File: config.mk
export PLATFORM = sky130hd
export DESIGN_NAME = abus_rr
export DESIGN_NICKNAME = d
export VERILOG_FILES = /design/src/rtl/abus_rr.sv
export SDC_FILE = /design/constraint.sdc
export NUM_CORES = 1
export LEC_CHECK = 0
export ABC_AREA = 1
export ABC_CLOCK_PERIOD_IN_PS = 2600
export CORE_UTILIZATION = 51
export DETAILED_ROUTE_END_ITERATION = 10
export GPL_TIMING_DRIVEN = 0
export PLACE_DENSITY = 0.8
export SETUP_SLACK_MARGIN = 0.02
export SKIP_LAST_GASP = 1
export SLEW_MARGIN = 20
export SYNTH_ARGS = -nofsm -noshare
export SYNTH_HDL_FRONTEND = slang
export SYNTH_SLANG_ARGS = --single-unit
File: constraint.sdc
create_clock -name clk -period 2.6 [get_ports clk]
set_input_delay 0.52 -clock clk [delete_from_list [all_inputs] [get_ports clk]]
set_output_delay 0.52 -clock clk [all_outputs]
set_load 0.02 [all_outputs]
File: src/rtl/abus_rr.sv
// N-master bus arbiter: fixed-priority or round-robin selection with a bounded
// hold time, one-cycle registered grant and zero-bubble handover.
module abus_rr #(
  parameter int unsigned N        = 8,
  parameter int unsigned MAX_HOLD = 16
) (
  input  logic                 clk,
  input  logic                 rst_n,
  input  logic                 mode,
  input  logic [N-1:0]         req,
  output logic [N-1:0]         grant,
  output logic [$clog2(N)-1:0] grant_id,
  output logic                 grant_valid
);

  localparam int unsigned IW = $clog2(N);
  localparam int unsigned CW = IW + 1;
  localparam int unsigned HW = $clog2(MAX_HOLD + 1);

  logic [HW-1:0] hold_cnt;
  logic [HW-1:0] hold_nxt;
  logic [IW-1:0] last_id;
  logic [IW-1:0] last_nxt;
  logic [N-1:0]  grant_nxt;
  logic [IW-1:0] id_nxt;
  logic          valid_nxt;
  logic [N-1:0]  eligible;
  logic          owner_req;
  logic          competing;
  logic          expired;
  logic          found;
  logic [IW-1:0] pick;
  logic [CW-1:0] cand;

  // Next-state: keep the owner while it requests, otherwise arbitrate.
  // An expired owner facing competition is removed from the candidate set.
  always_comb begin
    owner_req = grant_valid & req[grant_id];
    competing = |(req & ~grant);
    expired   = (hold_cnt >= HW'(MAX_HOLD));
    eligible  = req;
    found     = 1'b0;
    pick      = '0;
    cand      = '0;
    grant_nxt = grant;
    id_nxt    = grant_id;
    valid_nxt = grant_valid;
    hold_nxt  = hold_cnt;
    last_nxt  = last_id;

    if (owner_req && !(expired && competing)) begin
      hold_nxt = expired ? HW'(1) : hold_cnt + HW'(1);
    end else begin
      if (owner_req) eligible[grant_id] = 1'b0;
      // Round-robin search starts after last_id and wraps at N-1, not at 2**IW-1.
      for (int unsigned i = 0; i < N; i++) begin
        if (mode) begin
          cand = CW'(last_id) + CW'(i) + CW'(1);
          if (cand >= CW'(N)) cand = cand - CW'(N);
        end else begin
          cand = CW'(i);
        end
        if (!found && eligible[IW'(cand)]) begin
          found = 1'b1;
          pick  = IW'(cand);
        end
      end
      grant_nxt = '0;
      if (found) begin
        grant_nxt[pick] = 1'b1;
        last_nxt        = pick;
      end
      id_nxt    = found ? pick : '0;
      valid_nxt = found;
      hold_nxt  = found ? HW'(1) : '0;
    end
  end

  always_ff @(posedge clk or negedge rst_n) begin
    if (!rst_n) begin
      grant       <= '0;
      grant_id    <= '0;
      grant_valid <= 1'b0;
      hold_cnt    <= '0;
      last_id     <= IW'(N - 1);
    end else begin
      grant       <= grant_nxt;
      grant_id    <= id_nxt;
      grant_valid <= valid_nxt;
      hold_cnt    <= hold_nxt;
      last_id     <= last_nxt;
    end
  end

endmodule

==> results of run 1 <==
## cells in the mapped netlist, drive strengths merged
cell	count
nand2	99
nand3	68
inv	43
nor2	40
dfrtp	17
o21ai	10
nand4	7
o22ai	6
ha	5
dfstp	3
o21bai	3
buf	2
clkbuf	2
a31oi	1
and2	1
clkinv	1
nand3b	1
nor3	1
o211ai	1
o21a	1
o41ai	1
or2	1
xnor2	1
xor2	1
## registers in the layout, summed over array words and instances, names as in the netlist
signal	count
grant	8
grant_id	3
grant_valid	1
hold_cnt	5
last_id	3
## cell families after synthesis
| logic type | count (synthesis) |
|---|---|
| flip-flops | 20 |
| AO/OA/AOI/OAI | 23 |
| XOR/XNOR | 2 |
| buffers and inverters | 48 |
| AND/OR/NAND/NOR | 218 |
| adder cells (fa/ha/maj) | 5 |
## per-layer routing
metal	wire length, um	global-route usage (%)
met5	0	0
met4	716	12.2
met3	1140	6.16
met2	3540	54.4
met1	2970	44.1
## timing repair
action                     in CTS  in global routing
resized for setup             110                 49
pin swaps                      32                 29
cloned                          0                  0
setup endpoints to repair      16                 16
setup buffers                  17                  6
## power by group through the flow
stage | clock (mW) | sequential (mW) | combinational, mW
global route | 0.252 | 0.552 | 3.93
CTS | 0.240 | 0.526 | 2.94
floorplan | 0 | 0.586 | 1.65
global placement | 0 | 0.538 | 2.21
detailed placement | 0 | 0.542 | 2.24
finish | 0.238 | 0.547 | 3.73
## through the flow
stage	instance area, um2	hold slack (ns)	power [mW]	instances	worst slack [ns]
2_1_floorplan	1930	0.224	2.24	316	0.0378
3_3_place_gp	2210	0.508	2.74	384	-0.880
3_5_place_dp	2210	0.506	2.79	384	-0.946
4_1_cts	2760	0.524	3.71	405	-0.0913
5_1_grt	2960	0.541	4.73	411	-0.683
6_report	2960	0.529	4.51	411	-0.517
## worst reg2reg max path: stages (launching register included)
cell,delay (ns)
dfrtp_1,0.41
buf_6,0.15
inv_8,0.07
nand2_2,0.07
nand2_1,0.11
nand2_1,0.08
nand2_2,0.11
inv_2,0.06
nand2_8,0.13
nand3_2,0.12
nand3_2,0.15
nand3_2,0.11
nand2_1,0.12
nor2_1,0.11
a31oi_2,0.38
inv_1,0.16
nand3_1,0.15
nand3_2,0.13
nor2_2,0.23
nand3_1,0.14
nand2_1,0.08
## worst max-delay path by stage
stage                           start     endpoint  slack, ns  cells past startpoint
after floorplan            last_id[0]  grant_id[2]       0.04                     17
after global placement           mode  grant_id[2]      -0.88                     18
after detailed placement         mode   last_id[2]      -0.95                     18
after CTS                 grant_id[0]  grant_id[2]      -0.09                     22
after global routing           req[2]     grant[0]      -0.68                     19
final                     grant_id[0]     grant[0]      -0.52                     20
## cell type report
type | count | area, um2
buffer | 4 | 28.8
clock buffer | 4 | 55.1
fill | 173 | 513
inverter | 44 | 179
multi-input combinational | 248 | 1740
sequential | 20 | 507
tap | 46 | 57.6
timing repair buffer | 45 | 387
==> results by group, run 1 <==
Worst hold path
  – Hold Path Stages: 2
  – Min-delay worst type: flop to flop
  – Worst hold endpoint: grant[1]
  – Worst Hold Launch: grant[1]

Worst setup path
  – Critical path fanouts, max: 8
  – Arrival time reported for the critical path endpoint: 3.32 ns
  – Largest delay share family, worst path: simple AND/OR/NAND/NOR gates
  – Master of the slowest instance on the critical path: dfrtp_1
  – R2R cell count: 20
  – Reg2reg end: grant[0]
  – Endpoint type of the worst setup path: flop
  – Slowest cell delay on critical path: 0.41 ns
  – Startpoint of the worst-slack reg-to-reg timing path: grant_id[0]
  – Required time of the critical path: 2.80 ns
  – Crit path cell chain: buf_6, inv_8, nand2_2, nand2_1, nand2_1, nand2_2, inv_2, nand2_8, nand3_2, nand3_2, nand3_2, nand2_1, nor2_1, a31oi_2, inv_1, nand3_1, nand3_2, nor2_2, nand3_1, nand2_1
  – Kind of critical path: flop to flop
  – Number of buffers and inverters on the critical path: 4
  – Flop2flop setup slack: -0.52 ns
  – Sort of element at the start of the critical path: flop

Routing
  – Post-detailed-route count of antenna-violating nets: 0
  – Number of DRC markers in iteration 0: 573
  – WL per Instance: 20.4 um
  – Via count: 2,766
  – Initial DRT Pass Iterations: 8
  – Overall routed net length: 8.37 mm
  – Drt drc: 0
  – Vias per Instance: 6.73

Synth
  – Gate count of the mapped netlist: 316
  – FF+latch count, synth: 20
  – Area contributors post-synth: dfrtp_1, nand2_1, nand3_1, inv_1, nor2_1
  – Synth Area per Inst: 6.09 um2
  – Multiplexer area fraction after synthesis: 0%
  – Share of the synthesized area in compound gates (AO/OA/AOI/OAI): 7.68%
  – Yosys warning total: 0
  – Synthesized-area fraction occupied by and/or/nand/nor cells: 51.9%
  – Portion of the post-synthesis area used by sequential elements: 26.2%
  – Cell area after technology mapping: 1920 um2
  – Dominant combinational cell family by area after synthesis: simple AND/OR/NAND/NOR gates
  – Fraction of synthesized cell area taken by the top area cell type: 22.1%
  – Post-Syn Nets: 332
  – Number of unique standard cell types used by synthesis: 35
  – Area share of fa/ha/maj cells after synthesis: 3.25%
  – Cell taking the most area after synthesis: dfrtp_1
  – Post-synthesis xor/xnor area fraction: 0.911%

Power and ir drop
  – IR Drop Worst-Case VDD: 0.000899 V
  – Internal power of the cells: 1.85 mW
  – Net Sw Power: 2.66 mW
  – Logic gate share of total power: 82.6%
  – Sequential cell fraction of total power: 12.1%
  – Switching share of power: 59.0%
  – Clock Power Share: 5.3%
  – Static Leak: 1.38 nW
  – Power Dens Cells: 1530 nW/um2

Floorplanning
  – Die span in x: 63.4 um
  – Row Count: 21
  – Die Y: 63.4 um
  – Die outline area: 4020 um2
  – Floorplan core area: 3470 um2
  – Starting density of the core: 55.4%
  – Number of I/O pins: 23

Timing
  – Number of slew-limit violations in the final report: 0
  – Post-route minimum period: 3.12 ns
  – Achievable Freq: 321 MHz
  – Setup repair after global routing missed its margin: yes
  – Number of failing hold endpoints at the final stage: 0
  – Period Utilization, post-route: 120%
  – PnR worst setup slack: -0.517 ns
  – Fin Clk Skew: 0.00105 ns
  – Final setup violation count: 16
  – Setup Total Neg Slack: -7.35 ns
  – Least-Margin Pin Slew: 0.889 ns
  – Max_slew headroom: 40.6%

Layout
  – Diode insertion count for antenna repair: 0
  – Post-synthesis to final-layout area growth: 53.7%
  – Share of layout cells above drive strength 1: 41.6%
  – Final net count: 382
  – Fin util: 85.2%
  – Most frequent cells in the layout: nand2_1, inv_1, nand3_2, nor2_1, nand3_1
  – Commonest non-fill, non-tap cell in the layout: nand2_1

Clock network
  – Clock Sink Count: 20
  – Number of buffers created by CTS: 3
  – Maximum level of the CTS H-tree: 1
  – Count of hold buffers inserted by post-cts repair: 0
  – Clock slew at the register clock pins of the worst setup and hold paths: 0.07 ns
  – CTS tree: built
  – Latest clock arrival within the worst-skew pair: 0.26 ns
  – Number of buffers between clock root and the deepest sink: 2
  – Root buf cell: clkbuf_8

Placed design
  – IO buf count: 22
  – Routability Congestion: 0.954
  – Post-detail-place hpwl: 3.99 mm

Global route
  – First-pass GRT wire length: 10.5 mm
  – Overall global routing resource usage: 33.5%
  – Via count of the first global-routing pass: 2,308
  – Initial antenna violation count: 0
  – Largest net degree at the start of global routing: 21
  – Total global routing overflow: 0

Run status
  – Status: complete, but fails checks
  – Violated checks: negative setup slack

Run
  – Count of max-cap constraint violations: 0
No activity file was read; power rests on OpenSTA's default activity.
==> run 2, diff against run 1 <==
--- a/config.mk
+++ b/config.mk
@@ -6,7 +6,7 @@
 export NUM_CORES = 1
 export LEC_CHECK = 0
 export ABC_AREA = 1
-export ABC_CLOCK_PERIOD_IN_PS = 2600
+export ABC_CLOCK_PERIOD_IN_PS = 2500
 export CORE_UTILIZATION = 51
 export DETAILED_ROUTE_END_ITERATION = 10
 export GPL_TIMING_DRIVEN = 0
==> constraint.sdc (replaced) <==
create_clock -name clk -period 2.5 [get_ports clk]
set_input_delay 0.5 -clock clk [delete_from_list [all_inputs] [get_ports clk]]
set_output_delay 0.5 -clock clk [all_outputs]
set_load 0.02 [all_outputs]
==> run 2 against run 1 <==
Compared with the run above: the run still ends with negative setup slack left; die area is the same; critical path depth grew 4; non-clock buffer count grew 2; routed wire length shrank 15%; flip-flop and latch count is the same; combinational power is essentially flat; global-route usage shrank 1.4 points; clock power is essentially flat; cell area shrank 0.17%; worst setup slack gained 0.013 ns; critical endpoint is now grant[7]; largest cell class unchanged; highest routed layer unchanged.
==> results by group, run 2 (synthesis gave the netlist of run 1 again) <==
Worst setup path
  – Number of buffers and inverters on the critical path: 4 (unchanged)
  – Arrival time reported for the critical path endpoint: 3.20 ns (-0.12 ns)
  – Kind of critical path: flop to flop
  – Required time of the critical path: 2.69 ns (-0.11 ns)
  – Endpoint type of the worst setup path: flop
  – Crit path cell chain: buf_8, inv_8, nand2_2, nand2_1, nand2_1, nand2_2, inv_4, nand2_8, nand3_4, nand3_2, nand3_2, nand2_1, nand2_1, nand2_2, nand2_1, nor2_4, nand4_1, nor2_1, nor2_2, nand3_2, nand2_2, inv_2, nand3_2, nand2_2
  – Critical path fanouts, max: 8 (unchanged)
  – Master of the slowest instance on the critical path: dfrtp_2
  – Largest delay share family, worst path: simple AND/OR/NAND/NOR gates
  – Sort of element at the start of the critical path: flop
  – Slowest cell delay on critical path: 0.42 ns (about the same)

Placed design
  – # placed instances: 384 (unchanged)
  – IO buf count: 22 (unchanged)
  – Post-detail-place hpwl: 4.01 mm (+0.63%)
  – Routability Congestion: 0.929 (-2.6%)
  – Pre-CTS worst setup slack: -1.01 ns (-0.0594 ns)

Timing
  – Setup repair after global routing missed its margin: yes
  – Least-Margin Pin Slew: 0.836 ns (-0.0526 ns)
  – Period Utilization, post-route: 120% (+0.27 points)
  – Post-route minimum period: 3.00 ns (-0.113 ns)
  – Number of failing hold endpoints at the final stage: 0 (unchanged)
  – Achievable Freq: 333 MHz (+3.8%)
  – PnR worst setup slack: -0.504 ns (+0.0132 ns)
  – Number of slew-limit violations in the final report: 0 (unchanged)
  – Final setup violation count: 16 (unchanged)
  – Max_slew headroom: 44.1% (+3.5 points)
  – Fin Clk Skew: 0.00443 ns (+0.00338 ns)

Floorplanning
  – Die span in x: 63.4 um (unchanged)
  – Die Y: 63.4 um (unchanged)
  – Number of I/O pins: 23 (unchanged)
  – Row Count: 21 (unchanged)
  – Die outline area: 4020 um2 (unchanged)
  – Starting density of the core: 55.4% (unchanged)
  – Floorplan core area: 3470 um2 (unchanged)

Clock network
  – Root buf cell: clkbuf_8
  – Maximum level of the CTS H-tree: 1 (unchanged)
  – Number of buffers between clock root and the deepest sink: 2 (unchanged)
  – Clock Sink Count: 20 (unchanged)
  – CTS tree: built
  – Clock slew at the register clock pins of the worst setup and hold paths: 0.07 ns (about the same)
  – Number of buffers created by CTS: 3 (unchanged)
  – Latest clock arrival within the worst-skew pair: 0.25 ns (about the same)

Worst hold path
  – Min-delay worst type: flop to flop

Global route
  – First-pass GRT wire length: 10.2 mm (-3.4%)
  – Largest net degree at the start of global routing: 21 (unchanged)
  – Via count of the first global-routing pass: 2,264 (-1.9%)
  – Overall global routing resource usage: 32.1% (-1.4 points)
  – Initial antenna violation count: 0 (unchanged)
  – Total global routing overflow: 0 (unchanged)

Routing
  – Drt drc: 0 (unchanged)
  – Post-detailed-route count of antenna-violating nets: 0 (unchanged)
  – Overall routed net length: 7.11 mm (-15%)
  – Initial DRT Pass Iterations: 5 (-3)
  – Vias per Instance: 5.99 (-11%)
  – Number of DRC markers in iteration 0: 268 (-53%)
  – WL per Instance: 17.2 um (-15%)
  – Via count: 2,472 (-11%)

Power and ir drop
  – Net Sw Power: 2.54 mW (-4.5%)
  – Switching share of power: 56.6% (-2.4 points)
  – Clock Power Share: 5.3% (about the same)
  – Power consumption: 4.50 mW (-0.41%)
  – IR Drop Worst-Case VDD: 0.000976 V (+8.6%)
  – Internal power of the cells: 1.95 mW (+5.5%)
  – Logic gate share of total power: 82.2% (-0.4 points)
  – Sequential cell fraction of total power: 12.4% (+0.3 points)
  – Power Dens Cells: 1520 nW/um2 (-0.24%)
  – Static Leak: 1.41 nW (+2.2%)

Layout
  – Most frequent cells in the layout: nand2_1, inv_1, nand3_1, nor2_1, nand3_2
  – Diode insertion count for antenna repair: 0 (unchanged)
  – Top register by number of flip-flops: grant
  – Post-synthesis to final-layout area growth: 53.4%
  – Final net count: 384 (+0.52%)
  – Share of layout cells above drive strength 1: 36.8% (-4.9 points)
  – Post-route insts no fill: 413 (+0.49%)
  – Filler cell count in the final layout: 198 (+14%)
  – Largest register FFs: 8 (unchanged)
  – Commonest non-fill, non-tap cell in the layout: nand2_1
  – Regs by FF count: grant x8, hold_cnt x5

Run status
  – Status: complete, but fails checks
  – Violated checks: negative setup slack

Run
  – Count of max-cap constraint violations: 0 (unchanged)
## run 2: path summary, 6_finish.rpt
kind / startpoint / end / slack, ns / cells after the start
worst max register to register: grant_id[0] / grant[7] / -0.50 / 24
worst min-delay path: grant[2] / grant[2] / 0.53 / 2
max in group asynchronous: rst_n / grant_id[0] / 1.21 / 1
min in group asynchronous: rst_n / grant[2] / 0.73 / 1
worst min register to register: grant[2] / grant[2] / 0.53 / 2
worst max-delay path: grant_id[0] / grant[7] / -0.50 / 24
## run 2: metrics by stage
step	cell area [um2]	util [%]	setup TNS [ns]	hold WS [ns]
after global placement	2310	66.6	-14.36	0.505
after CTS	2740	79.0	-2.05	0.526
after detailed placement	2310	66.6	-14.74	0.503
after global routing	2950	85.1	-8.88	0.560
final	2950	85.1	-6.57	0.528
after floorplan	2030	-	0	0.204
## run 2: area by class of cell
cell class	instances	area (um2)	area share [%]
well taps	46	57.6	1.95
flip-flops and latches	20	505	17.1
plain buffers	4	32.5	1.10
repair buffers	47	423	14.3
clock buffers	4	55.1	1.87
multi-input cells	248	1700	57.5
inverters	44	181	6.15
## run 2: power by group through the flow
stage                     registers [mW]  logic [mW]  clock network (mW)
final                              0.559        3.70               0.239
after global placement             0.567        2.43                   0
after floorplan                    0.617        1.83                   0
after global routing               0.573        3.97               0.257
after detailed placement           0.571        2.45                   0
after CTS                          0.554        3.06               0.240
## run 2: layer usage
layer | GRT usage, % | part of all wire (%) | up-vias
met1 | 41.6 | 40 | 1137
met5 | 0 | 0 | -
met4 | 14.8 | 4.1 | 0
met2 | 52.8 | 49 | 159
met3 | 4.17 | 7.8 | 41
li1 | - | - | 1135
## run 2: worst reg2reg max path, stage by stage (launching register included)
cell     delay [ns]
dfrtp_2        0.42
buf_8          0.14
inv_8          0.06
nand2_2        0.05
nand2_1        0.10
nand2_1        0.08
nand2_2        0.10
inv_4          0.06
nand2_8        0.13
nand3_4        0.10
nand3_2        0.11
nand3_2        0.11
nand2_1        0.10
nand2_1        0.07
nand2_2        0.13
nand2_1        0.11
nor2_4         0.13
nand4_1        0.14
nor2_1         0.25
nor2_2         0.08
nand3_2        0.11
nand2_2        0.09
inv_2          0.10
nand3_2        0.08
nand2_2        0.09
## run 2: timing repair
| action | in CTS | in global routing |
|---|---|---|
| setup buffers | 17 | 7 |
| endpoints found under the hold margin | 0 | 0 |
| gates cloned | 1 | 0 |
| pin swaps | 20 | 22 |
| hold buffers | 0 | 0 |
| resized for setup | 68 | 42 |
| setup endpoints to repair | 16 | 16 |
==> variant 1: new RTL, settings of run 2 <==
The parameter `MAX_HOLD` goes from 16 to 64.
--- a/src/rtl/abus_rr.sv
+++ b/src/rtl/abus_rr.sv
@@ -2,7 +2,7 @@
 // hold time, one-cycle registered grant and zero-bubble handover.
 module abus_rr #(
   parameter int unsigned N        = 8,
-  parameter int unsigned MAX_HOLD = 16
+  parameter int unsigned MAX_HOLD = 64
 ) (
   input  logic                 clk,
   input  logic                 rst_n,
Function: same outputs for any inputs over 10 cycles, from zero or initial values and one cycle with rst_n low; that may be too few to reach the edited logic, so the function may still have changed.
==> variant 1 against run 2 <==
Via count increased by 3.9%; sequential cell count increased by 2; routed wire length increased by 3.5%; critical path depth decreased by 1; sequential power increased by 7.5%; power increased by 13%; area after synthesis increased by 19%; the flow still finishes with violations (setup timing); setup slack improved by 0.11 ns; largest cell class unchanged; clock skew increased by 0.0036 ns; design area increased by 12%.
==> variant 1: results (changes against run 2) <==
| Metric | Value |
|---|---|
| Netlist cell types | `40 (+14%)` |
| TNS Setup | `-4.81 ns (+1.76 ns)` |
| Seq/Total Area, Yosys | `0.242 (-0.0199)` |
| Critical path type | `in2reg` |
| Failing checks | `setup timing` |
| PnR worst setup slack | `-0.395 ns (+0.109 ns)` |
| First-pass GRT wire length | `9.89 mm (-2.9%)` |
| Crit. Startpoint | `req[7]` |
| FF-to-FF path depth | `22 (-8.3%)` |
| FF-to-FF setup slack | `-0.36 ns (+0.14 ns)` |
| Cells after Synth | `331 (+4.7%)` |
| Status | `complete, but fails checks` |
| Drt wl/cell | `17.1 um (-0.62%)` |
| Setup violators final | `16 (unchanged)` |
| Hpwl dp | `4.58 mm (+14%)` |
| Net Sw Frac | `0.580 (+0.0139)` |
| RD Place Congestion | `0.910 (-2.1%)` |
| Main area contributors after synthesis | `dfrtp_1 21%, nand2_1 11%, nand3_1 11%` |
| Fin nets | `397 (+3.4%)` |
| Vias in the first global route | `2240 (-1.1%)` |
| CP required | `2.64 ns (-0.05 ns)` |
| Met2 Resource Use GR | `0.492 (-0.0364)` |
| Met1 Use GR | `0.352 (-0.0633)` |
| Post-synth net total | `347 (+4.5%)` |
| Synth top cells by count | `70 x nand2_1, 50 x nand3_1, 36 x nor2_1` |
## variant 1: changes by cell type after synthesis, moves of 3 or more
cell / run 2 / this run
nand2_1: 97 / 70
a21oi_1: 0 / 3
nand3_2: 6 / 25
inv_1: 40 / 35
nor2_4: 1 / 4
nand3_1: 62 / 50
nand2_2: 1 / 18
inv_2: 2 / 11
## variant 1: cell type report
cell class,instances,area (um2)
Buffer,3,26.3
Fill cell,269,830
Timing Repair Buffer,45,382
Clock buffer,4,45.0
Sequential cell,22,556
Inverter,50,206
Multi-Input combinational cell,256,2040
Tap cell,50,62.6
## variant 1: worst min-delay path by stage
stage	startpoint	endpoint	slack (ns)
floorplan	rst_n	grant[0]	0.20
global placement	grant[7]	grant[7]	0.49
detailed placement	grant[7]	grant[7]	0.50
CTS	grant[7]	grant[7]	0.52
global route	hold_cnt[6]	hold_cnt[5]	0.54
finish	grant[7]	grant[7]	0.51
## variant 1: power groups by stage
stage,clock [mW],combinational (mW),sequential (mW)
floorplan,0,2.20,0.663
global placement,0,2.83,0.610
detailed placement,0,2.88,0.616
CTS,0.226,3.27,0.589
global route,0.235,4.54,0.612
finish,0.224,4.25,0.601
## variant 1: what timing repair did
item / 4_1_cts / 5_1_grt
gates resized for setup: 40 / 95
endpoints found under the setup margin: 16 / 16
pin swaps: 16 / 24
gates cloned: 0 / 1
buffers inserted: 11 / 11
## variant 1: through the flow
stage | hold WS (ns) | power [mW]
floorplan | 0.204 | 2.86
global placement | 0.492 | 3.44
detailed placement | 0.496 | 3.50
CTS | 0.516 | 4.09
global route | 0.538 | 5.38
finish | 0.513 | 5.08
## variant 1: kinds of logic after synthesis
group / Yosys count / synth area share
flops: 22 / 0.242
simple gates: 223 / 0.548
buf+inv: 53 / 0.0946
xor+xnor: 2 / 0.00766
compound gates: 26 / 0.0804
fa+ha+maj: 5 / 0.0274
## variant 1: worst max-delay path, cell delays in order
cell and delay, ns:
dlygate4sd2_1 0.34, inv_2 0.09, nand2_1 0.09, nand3_2 0.08
nand2_2 0.08, inv_2 0.06, nand2_8 0.13, nand3_4 0.11
nand3_4 0.10, nand3_2 0.11, nand2_2 0.11, nand2_1 0.08
nand2_2 0.13, nand3_4 0.10, nor2_4 0.15, buf_4 0.13
nand3_1 0.11, nand3_2 0.14, nor2_4 0.06, nand3_4 0.13
inv_4 0.06, nand3_1 0.08, nand2_1 0.06
## variant 1: metal layers
layer  up-vias  share of wire
met2       112           0.51
met3        30          0.054
met5         -              0
met1      1224           0.40
li1       1203              -
met4         0          0.038
==> variant 2: new RTL, config.mk and constraints of run 2 <==
Without the edit above. Register the input `mode` before use, without a reset. The logic sees it one clock later. The other inputs are not delayed to match.
--- a/src/rtl/abus_rr.sv
+++ b/src/rtl/abus_rr.sv
@@ -16,6 +16,12 @@
   localparam int unsigned IW = $clog2(N);
   localparam int unsigned CW = IW + 1;
   localparam int unsigned HW = $clog2(MAX_HOLD + 1);
+
+  logic mode_q;
+
+  always_ff @(posedge clk) begin
+    mode_q <= mode;
+  end
 
   logic [HW-1:0] hold_cnt;
   logic [HW-1:0] hold_nxt;
@@ -54,7 +60,7 @@
       if (owner_req) eligible[grant_id] = 1'b0;
       // Round-robin search starts after last_id and wraps at N-1, not at 2**IW-1.
       for (int unsigned i = 0; i < N; i++) begin
-        if (mode) begin
+        if (mode_q) begin
           cand = CW'(last_id) + CW'(i) + CW'(1);
           if (cand >= CW'(N)) cand = cand - CW'(N);
         end else begin
Function: changed (Yosys sat finds a counterexample within 4 cycles, from zero or initial values and one cycle with rst_n low).
==> variant 2 against run 2 <==
The run still ends with setup timing left; power is 13% higher; combinational power up 15%; routed wire length increased by 15%; critical path depth unchanged; setup slack improved by 0.082 ns; non-clock buffer count grew 2; final cell count grew 0.97%; sequential cell count grew 1; clock skew rose by 0.0019 ns; area after synthesis is 6.8% higher; design area rose by 7.5%; largest cell class unchanged; highest routed layer unchanged.
==> variant 2: results (changes against run 2) <==
| Metric | Value |
|---|---|
| Vias in the first global route | `2432 (+7.4%)` |
| R2R Path End | `grant[2]` |
| Netlist cell types | `36 (+2.9%)` |
| Total GRT Usage | `0.339 (+0.0180)` |
| CP delay by family, top | `simple AND/OR/NAND/NOR gates` |
| Clock-pin slew on the worst setup and hold paths | `0.07 ns (about the same)` |
| R2R Path Start | `grant_id[1]` |
| Place WS | `-0.676 ns (+0.330 ns)` |
| Fraction of final layout cells with drive strength greater than 1 | `0.463 (+0.0956)` |
| Relative slew slack | `0.417 (-0.0241)` |
| Post-Layout Cell Count | `417 (+0.97%)` |
| Setup violators final | `16 (unchanged)` |
| Hold depth | `2 (unchanged)` |
| Dpl cell area | `2360 um2 (+2.1%)` |
| TNS Setup | `-5.24 ns (+1.33 ns)` |
| Iter 0 DRT Violations | `262 (-2.2%)` |
| WHS | `0.531 ns (+0.00229 ns)` |
| Crit-path slowest cell | `dfrtp_2` |
| Hpwl dp | `4.15 mm (+3.4%)` |
| DR pass1 iterations | `5 (unchanged)` |
| Crit. Startpoint | `grant_id[1]` |
| Async SR Flop Fraction | `0.952 (-0.0476)` |
| Biggest regs | `grant: 8 flops, hold_cnt: 5 flops` |
| RD Place Congestion | `0.893 (-3.9%)` |
| Clock buffer depth | `2 (unchanged)` |
| Worst-skew pair later-pin latency | `0.26 ns` |
| H-tree depth | `1 (unchanged)` |
| Leak | `1.43 nW (+1.4%)` |
| First-pass GRT wire length | `11.0 mm (+8.3%)` |
| Switch Pwr | `2.94 mW (+16%)` |
| Main area contributors after synthesis | `dfrtp_1 21%, nand2_1 16%, nand3_1 12%` |
| Ys flop type | `dfrtp_1` |
| Worst-path maximum fanout | `8 (unchanged)` |
| Seq/Total Area, Yosys | `0.255 (-0.00687)` |
| # Max-Cap Violations | `0 (unchanged)` |
| VDD IR max | `1160 uV (+19%)` |
| Final Max Tran Viols | `0 (unchanged)` |
| Failing checks | `setup timing` |
| Worst path max stage delay | `0.43 ns` |
| Hold_sp | `grant[1]` |
| Synth top cells by count | `87 x nand2_1, 51 x nand3_1, 35 x nor2_1` |
| Drt wl/cell | `19.7 um (+14%)` |
| Hold EP | `grant[1]` |
| Placed cells | `386 (+0.52%)` |
| Arr. time, crit path | `3.08 ns (-0.12 ns)` |
| Skew final | `0.00638 ns (+0.00195 ns)` |
| Vias per cell | `6.31 (+5.4%)` |
| HP Class | `reg2reg` |
| Status | `complete, but fails checks` |
| Cells after Synth | `316 (unchanged)` |
| Root buf cell | `clkbuf_8` |
| PnR worst setup slack | `-0.422 ns (+0.0821 ns)` |
| Port Buffers | `22 (unchanged)` |
## variant 2: cell types whose count changed in the layout (fill, tap and decap cells not counted), sizes merged, moves of 2 or more
cell / run 2 / this run
clkinv: 0 / 3
nor2: 40 / 43
o21ai: 10 / 8
dlygate4sd2: 2 / 0
buf: 27 / 31
nand2: 99 / 96
clkdlybuf4s15: 6 / 3
a31oi: 1 / 3
o21bai: 3 / 0
clkbuf: 6 / 8
nand4: 7 / 9
## variant 2: power by group through the flow
stage | sequential [mW] | combinational (mW) | clock [mW]
5_1_grt | 0.610 | 4.50 | 0.232
2_1_floorplan | 0.649 | 2.00 | 0
4_1_cts | 0.590 | 3.56 | 0.216
3_3_place_gp | 0.596 | 2.64 | 0
3_5_place_dp | 0.599 | 2.68 | 0
6_report | 0.596 | 4.26 | 0.213
## variant 2: timing repair
item / 4_1_cts / 5_1_grt
resized for setup: 110 / 44
setup endpoints to repair: 16 / 16
pin swaps: 22 / 25
buffers inserted: 18 / 9
## variant 2: kinds of logic after synthesis
kind of cell               count (synthesis)  share of synthesized area
and+or+nand+nor                          220                      0.550
DFF                                       21                      0.255
buffers and inverters                     48                     0.0981
adders and majority gates                  5                     0.0305
xor gates and xnor gates                   2                    0.00853
AOI/OAI and AO/OA                         20                     0.0573
## variant 2: final cells by class
class,count,area (um2)
plain buffers,4,37.5
fillers,200,599
clock inverters,1,5.00
clock buffers,3,41.3
well taps,48,60.1
flip-flops and latches,21,528
repair buffers,49,404
multi-input cells,247,1910
inverters,44,183
## variant 2: metal layers
metal | share of wire | wire [um] | global-route usage | vias up
met5 | 0 | 0 | 0 | -
met4 | 0.076 | 626 | 0.174 | 0
met3 | 0.080 | 660 | 0.0260 | 80
met2 | 0.50 | 4090 | 0.610 | 206
met1 | 0.34 | 2820 | 0.401 | 1202
li1 | - | - | - | 1143
